===== config.mk =====
export PLATFORM = sky130hd
export DESIGN_NAME = uint_mod_reducer
export DESIGN_NICKNAME = d
export VERILOG_FILES = /design/src/rtl/uint_mod_reducer_pkg.sv /design/src/rtl/uint_mod_reducer_cond_sub_step.sv /design/src/rtl/uint_mod_reducer.sv
export SDC_FILE = /design/constraint.sdc
export NUM_CORES = 1
export LEC_CHECK = 0
export BUFFER_PORTS_ARGS = -buffer_cell sky130_fd_sc_hd__buf_2
export CAP_MARGIN = 40
export CORE_ASPECT_RATIO = 0.75
export CORE_MARGIN = 4
export CORE_UTILIZATION = 46
export CTS_BUF_LIST = sky130_fd_sc_hd__clkbuf_8
export DETAILED_ROUTE_END_ITERATION = 6
export PLACE_DENSITY = 0.72
export SLEW_MARGIN = 20
export SYNTH_ARGS = -nofsm -noshare
export SYNTH_HDL_FRONTEND = slang
export SYNTH_SLANG_ARGS = --single-unit

===== constraint.sdc =====
create_clock -name clk -period 4.1 [get_ports clk]
set_clock_uncertainty 0.05 [all_clocks]
set_input_delay 0.41 -clock clk [delete_from_list [all_inputs] [get_ports clk]]
set_output_delay 0.41 -clock clk [all_outputs]
set_load 0.02 [all_outputs]

===== src/rtl/uint_mod_reducer_pkg.sv =====
// Shared constants for the reduced-modulus datapath: modulus, accumulator widths and FSM encodings.
// Imported by uint_mod_reducer and cond_sub_step.
package PARAMS_BN254_d0;

    localparam int M_W = 16;

    typedef logic [M_W-1:0] uint_fp_t;

    localparam uint_fp_t M_tilde = 16'hFFF1;

    // Carry headroom added by the L3 stage on top of the 12*M_tilde accumulator.
    localparam int L3_CARRY      = 4;
    localparam int LEN_12M_TILDE = 26;

    localparam int SHIFT_MAX_DEF = L3_CARRY + 9;
    localparam int RED_STEPS     = SHIFT_MAX_DEF + 1;

    localparam logic [1:0] ST_IDLE   = 2'd0;
    localparam logic [1:0] ST_REDUCE = 2'd1;
    localparam logic [1:0] ST_DONE   = 2'd2;

endpackage


===== src/rtl/uint_mod_reducer_cond_sub_step.sv =====
// One restoring-reduction step: tries r - (M_tilde << k) at width IN_W+1.
// A shifted modulus with bits above IN_W can never fit, so it forces a keep.
module cond_sub_step
    import PARAMS_BN254_d0::*;
#(
    parameter int IN_W      = LEN_12M_TILDE + L3_CARRY,
    parameter int SHIFT_MAX = SHIFT_MAX_DEF,
    parameter int KW        = 4
) (
    input  logic [IN_W-1:0] r,
    input  logic [KW-1:0]   k,
    output logic [IN_W-1:0] r_next,
    output logic            borrow
);

    localparam int WIDE_W = IN_W + SHIFT_MAX + M_W;

    logic [WIDE_W-1:0] m_shifted;
    logic [IN_W:0]     diff;
    logic              too_wide;

    always_comb begin
        m_shifted = WIDE_W'(M_tilde) << k;
        too_wide  = |m_shifted[WIDE_W-1:IN_W];
        diff      = {1'b0, r} - {1'b0, m_shifted[IN_W-1:0]};
        borrow    = too_wide | diff[IN_W];
        r_next    = borrow ? r : diff[IN_W-1:0];
    end

endmodule


===== src/rtl/uint_mod_reducer.sv =====
// Iterative din mod M_tilde: SHIFT_MAX+1 conditional subtractions of M_tilde<<k, k descending.
// Define UINT_MOD_REDUCER_OVF_CHECK_EN to add the ovf range flag.
module uint_mod_reducer
    import PARAMS_BN254_d0::*;
#(
    parameter int SHIFT_MAX = L3_CARRY + 9,
    parameter int IN_W      = LEN_12M_TILDE + L3_CARRY
) (
    input  logic                        clk,
    input  logic                        rst_n,
    input  logic                        in_valid,
    output logic                        in_ready,
    input  logic [IN_W-1:0]             din,
    output logic                        out_valid,
    input  logic                        out_ready,
    output logic [$bits(uint_fp_t)-1:0] dout
`ifdef UINT_MOD_REDUCER_OVF_CHECK_EN
    ,
    output logic                        ovf
`endif
);

    localparam int KW   = (SHIFT_MAX < 1) ? 1 : $clog2(SHIFT_MAX + 1);
    localparam int FP_W = $bits(uint_fp_t);

    logic [1:0]      state_reg, state_next;
    logic [IN_W-1:0] r_reg, r_next;
    logic [KW-1:0]   k_reg, k_next;

    logic [IN_W-1:0] step_r;
    logic            step_borrow;

    cond_sub_step #(
        .IN_W      (IN_W),
        .SHIFT_MAX (SHIFT_MAX),
        .KW        (KW)
    ) u_step (
        .r      (r_reg),
        .k      (k_reg),
        .r_next (step_r),
        .borrow (step_borrow)
    );

    always_comb begin
        state_next = state_reg;
        r_next     = r_reg;
        k_next     = k_reg;
        case (state_reg)
            ST_IDLE: begin
                if (in_valid) begin
                    r_next     = din;
                    k_next     = KW'(SHIFT_MAX);
                    state_next = ST_REDUCE;
                end
            end
            ST_REDUCE: begin
                r_next = step_borrow ? r_reg : step_r;
                if (k_reg == '0) begin
                    state_next = ST_DONE;
                end else begin
                    k_next = k_reg - 1'b1;
                end
            end
            ST_DONE: begin
                if (out_ready) begin
                    state_next = ST_IDLE;
                end
            end
            default: state_next = ST_IDLE;
        endcase
    end

    always_ff @(posedge clk) begin
        if (!rst_n) begin
            state_reg <= ST_IDLE;
            r_reg     <= '0;
            k_reg     <= '0;
        end else begin
            state_reg <= state_next;
            r_reg     <= r_next;
            k_reg     <= k_next;
        end
    end

    assign in_ready  = (state_reg == ST_IDLE);
    assign out_valid = (state_reg == ST_DONE);
    assign dout      = r_reg[FP_W-1:0];

`ifdef UINT_MOD_REDUCER_OVF_CHECK_EN
    // Compare in a width wide enough that M_tilde<<(SHIFT_MAX+1) is never truncated.
    localparam int LIM_W = IN_W + SHIFT_MAX + M_W + 1;
    localparam logic [LIM_W-1:0] OVF_LIMIT = LIM_W'(M_tilde) << (SHIFT_MAX + 1);

    logic ovf_reg;

    always_ff @(posedge clk) begin
        if (!rst_n) begin
            ovf_reg <= 1'b0;
        end else if (state_reg == ST_IDLE && in_valid) begin
            ovf_reg <= (LIM_W'(din) >= OVF_LIMIT);
        end else if (state_reg == ST_DONE && out_ready) begin
            ovf_reg <= 1'b0;
        end
    end

    assign ovf = ovf_reg;
`endif

endmodule


==> summary.txt <==
Global routing
  – Tot GR Track Use: a little under a quarter
  – Global-route wire length before repair: 18800 um
  – Met1 Use GR: between 30% and 40%
  – Antenna violations before repair: 0
  – Met2 track utilization from global routing: 33.1%
  – Largest net degree at the start of global routing: 32
  – Vias in the first global route: approximately 3700
  – GRT busiest layer: met1
  – GRT overflow: 0
  – GR Layer Usage met3: under 10%

Synth
  – Syn. warnings: 0
  – Post-synth cell types: 69
  – Synthesized area: a little under 4000 um^2
  – Largest family of logic cells by synthesized area: compound AO/OA/AOI/OAI gates
  – Syn Inst Count: ~530
  – Avg Inst Size Synth: 7.52 um^2
  – Synth Register Bits: 36
  – Syn_nets: about 600
  – Adder-cell area share of the yosys netlist: 13.2%
  – Mux contribution to synthesized area: 2.53%
  – Post-synth EDFFs: 0
  – Predominant post-synthesis flop cell: dfxtp_1
  – Async SR Flop Fraction: 0%
  – Top cell type's share of synthesized area: between 15 and 20%
  – Register area share after synthesis: between 10% and 20%
  – Most area-hungry cell type in the Yosys netlist: dfxtp_1
  – Simple-gate area share of the yosys netlist: 22.2%
  – Post-Synth XOR/XNOR Area: just over 3%
  – Synth top area cells: dfxtp_1 18%, ha_1 13%, a21oi_1 7.6%
  – Post-synthesis compound-gate area fraction: 33.0%

Worst setup path
  – Crit Path Class: reg -> reg
  – Crit-path slowest cell: dfxtp_1
  – Crit path cell chain: inv_1, ha_1, ha_1, nor2b_1, ha_1, fa_1, nor2b_4, o31a_4, o311ai_4, a211oi_4, a21oi_4, o21bai_4, nand2_2, o211a_1
  – Worst Reg-to-Reg Cells: 14
  – Crit Path Max Fanout: 9
  – Req. time, crit path: about 4300 ps
  – Reg2reg start: k_reg[0]$_SDFFE_PN0P_
  – CP endpoint kind: register
  – Reg-to-Reg End: r_reg[25]$_SDFFE_PN0P_
  – Crit path largest cell delay: ~500 ps
  – Arr. time, crit path: between 4000 and 5000 ps
  – R2R Setup Slk: 240 ps
  – CP dominant cell by count: ha_1
  – Startpoint types: register

STA
  – Fmax: about 0.26 GHz
  – Max_slew headroom: 58.4%
  – Period minus WS final: 3860 ps
  – Tightest Pin Transition: 623 ps
  – Crit share post-route: 94.1%
  – TNS Setup: 0 ps
  – RSZ-0062 raised after global routing: false
  – Final Hold Fails: 0
  – Max-slew violations: 0
  – Final setup vio count: 0

Clock network
  – Postcts setup bufs: 0
  – Inserted Clock Buffers: 5
  – Skew-Pair Late Insertion Delay: 300 ps
  – Post-cts hold buffer count: 0
  – Clock sinks: 36
  – Worst-path clk slew: ~90 ps
  – Maximum buffer depth of the clock tree: 2
  – Root Driver: clkbuf_8
  – H-tree depth: 2
  – CTS tree: done

Drt
  – DRT antenna net count: 0
  – Detailed Route WL: between 10000 and 15000 um
  – Vias per cell: around 6
  – DRC: 0
  – Average wire per standard cell: 17.7 um
  – Pre-antenna DRT Iters: 5
  – Via Count: around 4000
  – Iter 0 DRT Violations: between 400 and 500

Cells and area
  – Max reg flops: 30
  – Most frequent cells in the layout: 77 x nand2_1, 60 x a21oi_1, 51 x buf_2
  – Fillers: 800
  – Antenna cells: 0
  – Commonest non-fill, non-tap cell in the layout: nand2_1
  – Nets: around 630
  – Final core utilization: between 50% and 60%
  – Share of layout cells above drive strength 1: between 15 and 20%
  – Area delta synth->final: 9.46%

Power
  – Sw Pwr: ~0.0017 W
  – P_int: around 0.0016 W
  – Max VDD drop: between 0.3 and 0.4 mV
  – Tot Pwr: approximately 0.0033 W
  – Clk pwr share: about a tenth
  – Sw Ratio: ~52%
  – Pwr per Cell Area: approximately 760 nW/um^2
  – Pleak: around 1.9 nW
  – Flop pwr share: between 15 and 20%
  – Logic pwr share: between 70% and 80%

Hold path
  – HP Start: din[3]
  – Worst Hold Class: in -> reg
  – Hold Path Sink: r_reg[3]$_SDFFE_PN0P_
  – Hold depth: 3

Place
  – Post-DP HPWL: just under 9000 um
  – Gp weighted congestion: between 0.9 and 1
  – I/O Buffers: 51

Die
  – Die W: roughly 120 um
  – Row cnt: 28
  – Die height: approximately 88 um
  – Initial Utilization: around half
  – Number of placed I/O pins: 52
  – Core region area: ~8000 um^2
  – Die ar.: between 10000 and 15000 um^2

Status
  – Status: finished, final reports clean

Job
  – Maxcap violations: 0
==> power by group through the flow <==
stage	Clock, W	Combinational [W]	Sequential [W]
2_1_floorplan	0	0.00190	0.000553
3_3_place_gp	0	0.00226	0.000578
3_5_place_dp	0	0.00230	0.000584
4_1_cts	0.000326	0.00232	0.000578
5_1_grt	0.000337	0.00260	0.000593
6_report	0.000326	0.00236	0.000580
==> timing repair <==
| action | CTS | global route |
|---|---|---|
| gates resized for setup | 0 | 2 |
| hold endpoints to repair | 0 | 0 |
| setup endpoints to repair | 0 | 2 |
==> cell usage after synthesis, types with 2 or more instances <==
cell       instances
nor3_1             9
a21o_1             7
xnor2_1            8
nand2b_1           6
a21oi_1           60
o2111ai_1          5
and3_1             5
mux2i_1           10
clkbuf_1          22
nor4_1             2
a311oi_1           5
buf_4             17
nand2_1           77
o21bai_1           2
xor2_1             6
nand3_1           20
and2_1             4
a31oi_1            6
clkinv_1           3
ha_1              40
o2bb2ai_1          2
o21ai_0           26
nand3b_1           3
o211a_1            2
or3_1              4
a211oi_2           3
nand4_1            8
o211ai_1           3
nor2_1            38
a2111oi_0          3
nor3b_1            2
o221a_2            2
o21ai_1            3
inv_1             14
buf_1              2
a311oi_2           5
a211oi_1          14
o31ai_1            6
dfxtp_1           36
o21a_1             3
nor2b_1            3
a31o_2             3
==> per-stage QoR <==
step	std cells	instance area [um^2]	setup slack [ps]	hold WS, ps
after global placement	648	4170	449	396
after CTS	658	4320	282	311
final	658	4330	242	313
after detailed placement	650	4210	310	397
after global routing	658	4330	7.04	325
after floorplan	526	3950	493	383
==> worst max path at each step <==
stage | depth (start not counted) | slack, ps | from | to
after floorplan | 14 | 490 | k_reg[2]$_SDFFE_PN0P_ | r_reg[0]$_SDFFE_PN0P_
after global placement | 15 | 450 | k_reg[0]$_SDFFE_PN0P_ | r_reg[9]$_SDFFE_PN0P_
after detailed placement | 14 | 310 | k_reg[1]$_SDFFE_PN0P_ | r_reg[12]$_SDFFE_PN0P_
after CTS | 14 | 280 | k_reg[0]$_SDFFE_PN0P_ | r_reg[25]$_SDFFE_PN0P_
after global routing | 15 | 7 | k_reg[0]$_SDFFE_PN0P_ | r_reg[9]$_SDFFE_PN0P_
final | 14 | 240 | k_reg[0]$_SDFFE_PN0P_ | r_reg[25]$_SDFFE_PN0P_
==> layer usage <==
layer	part of all wire, %	wire length [um]
met1	49	5750
met2	40	4640
met3	9.6	1120
met4	0.93	108
met5	0.24	28
==> worst max-delay path, delay by kind of cell (launching register included) <==
kind | cells | cell delay (ps)
DFF | 1 | 500
AOI/OAI and AO/OA | 6 | 1340
buffers and inverters | 1 | 140
adders and majority gates | 4 | 1130
and+or+nand+nor | 3 | 580
==> area by class of cell <==
type | instances | area (um^2) | share of cell area [%]
timing repair buffer | 62 | 365 | 8.44
inverter | 17 | 63.8 | 1.47
sequential | 36 | 722 | 16.7
multi-input combinational | 430 | 2940 | 67.9
clock buffer | 5 | 68.8 | 1.59
tap | 105 | 131 | 3.04
clock inverter | 3 | 38.8 | 0.896
==> logic make-up (layout without fill, tap and decap cells) <==
group	after synthesis	after routing
xor+xnor	14	14
compound gates	178	178
mux	10	10
buf+inv	60	87
flops	36	36
simple gates	187	187
fa+ha+maj	41	41
Note: power is estimated with default switching activity, not from simulation.
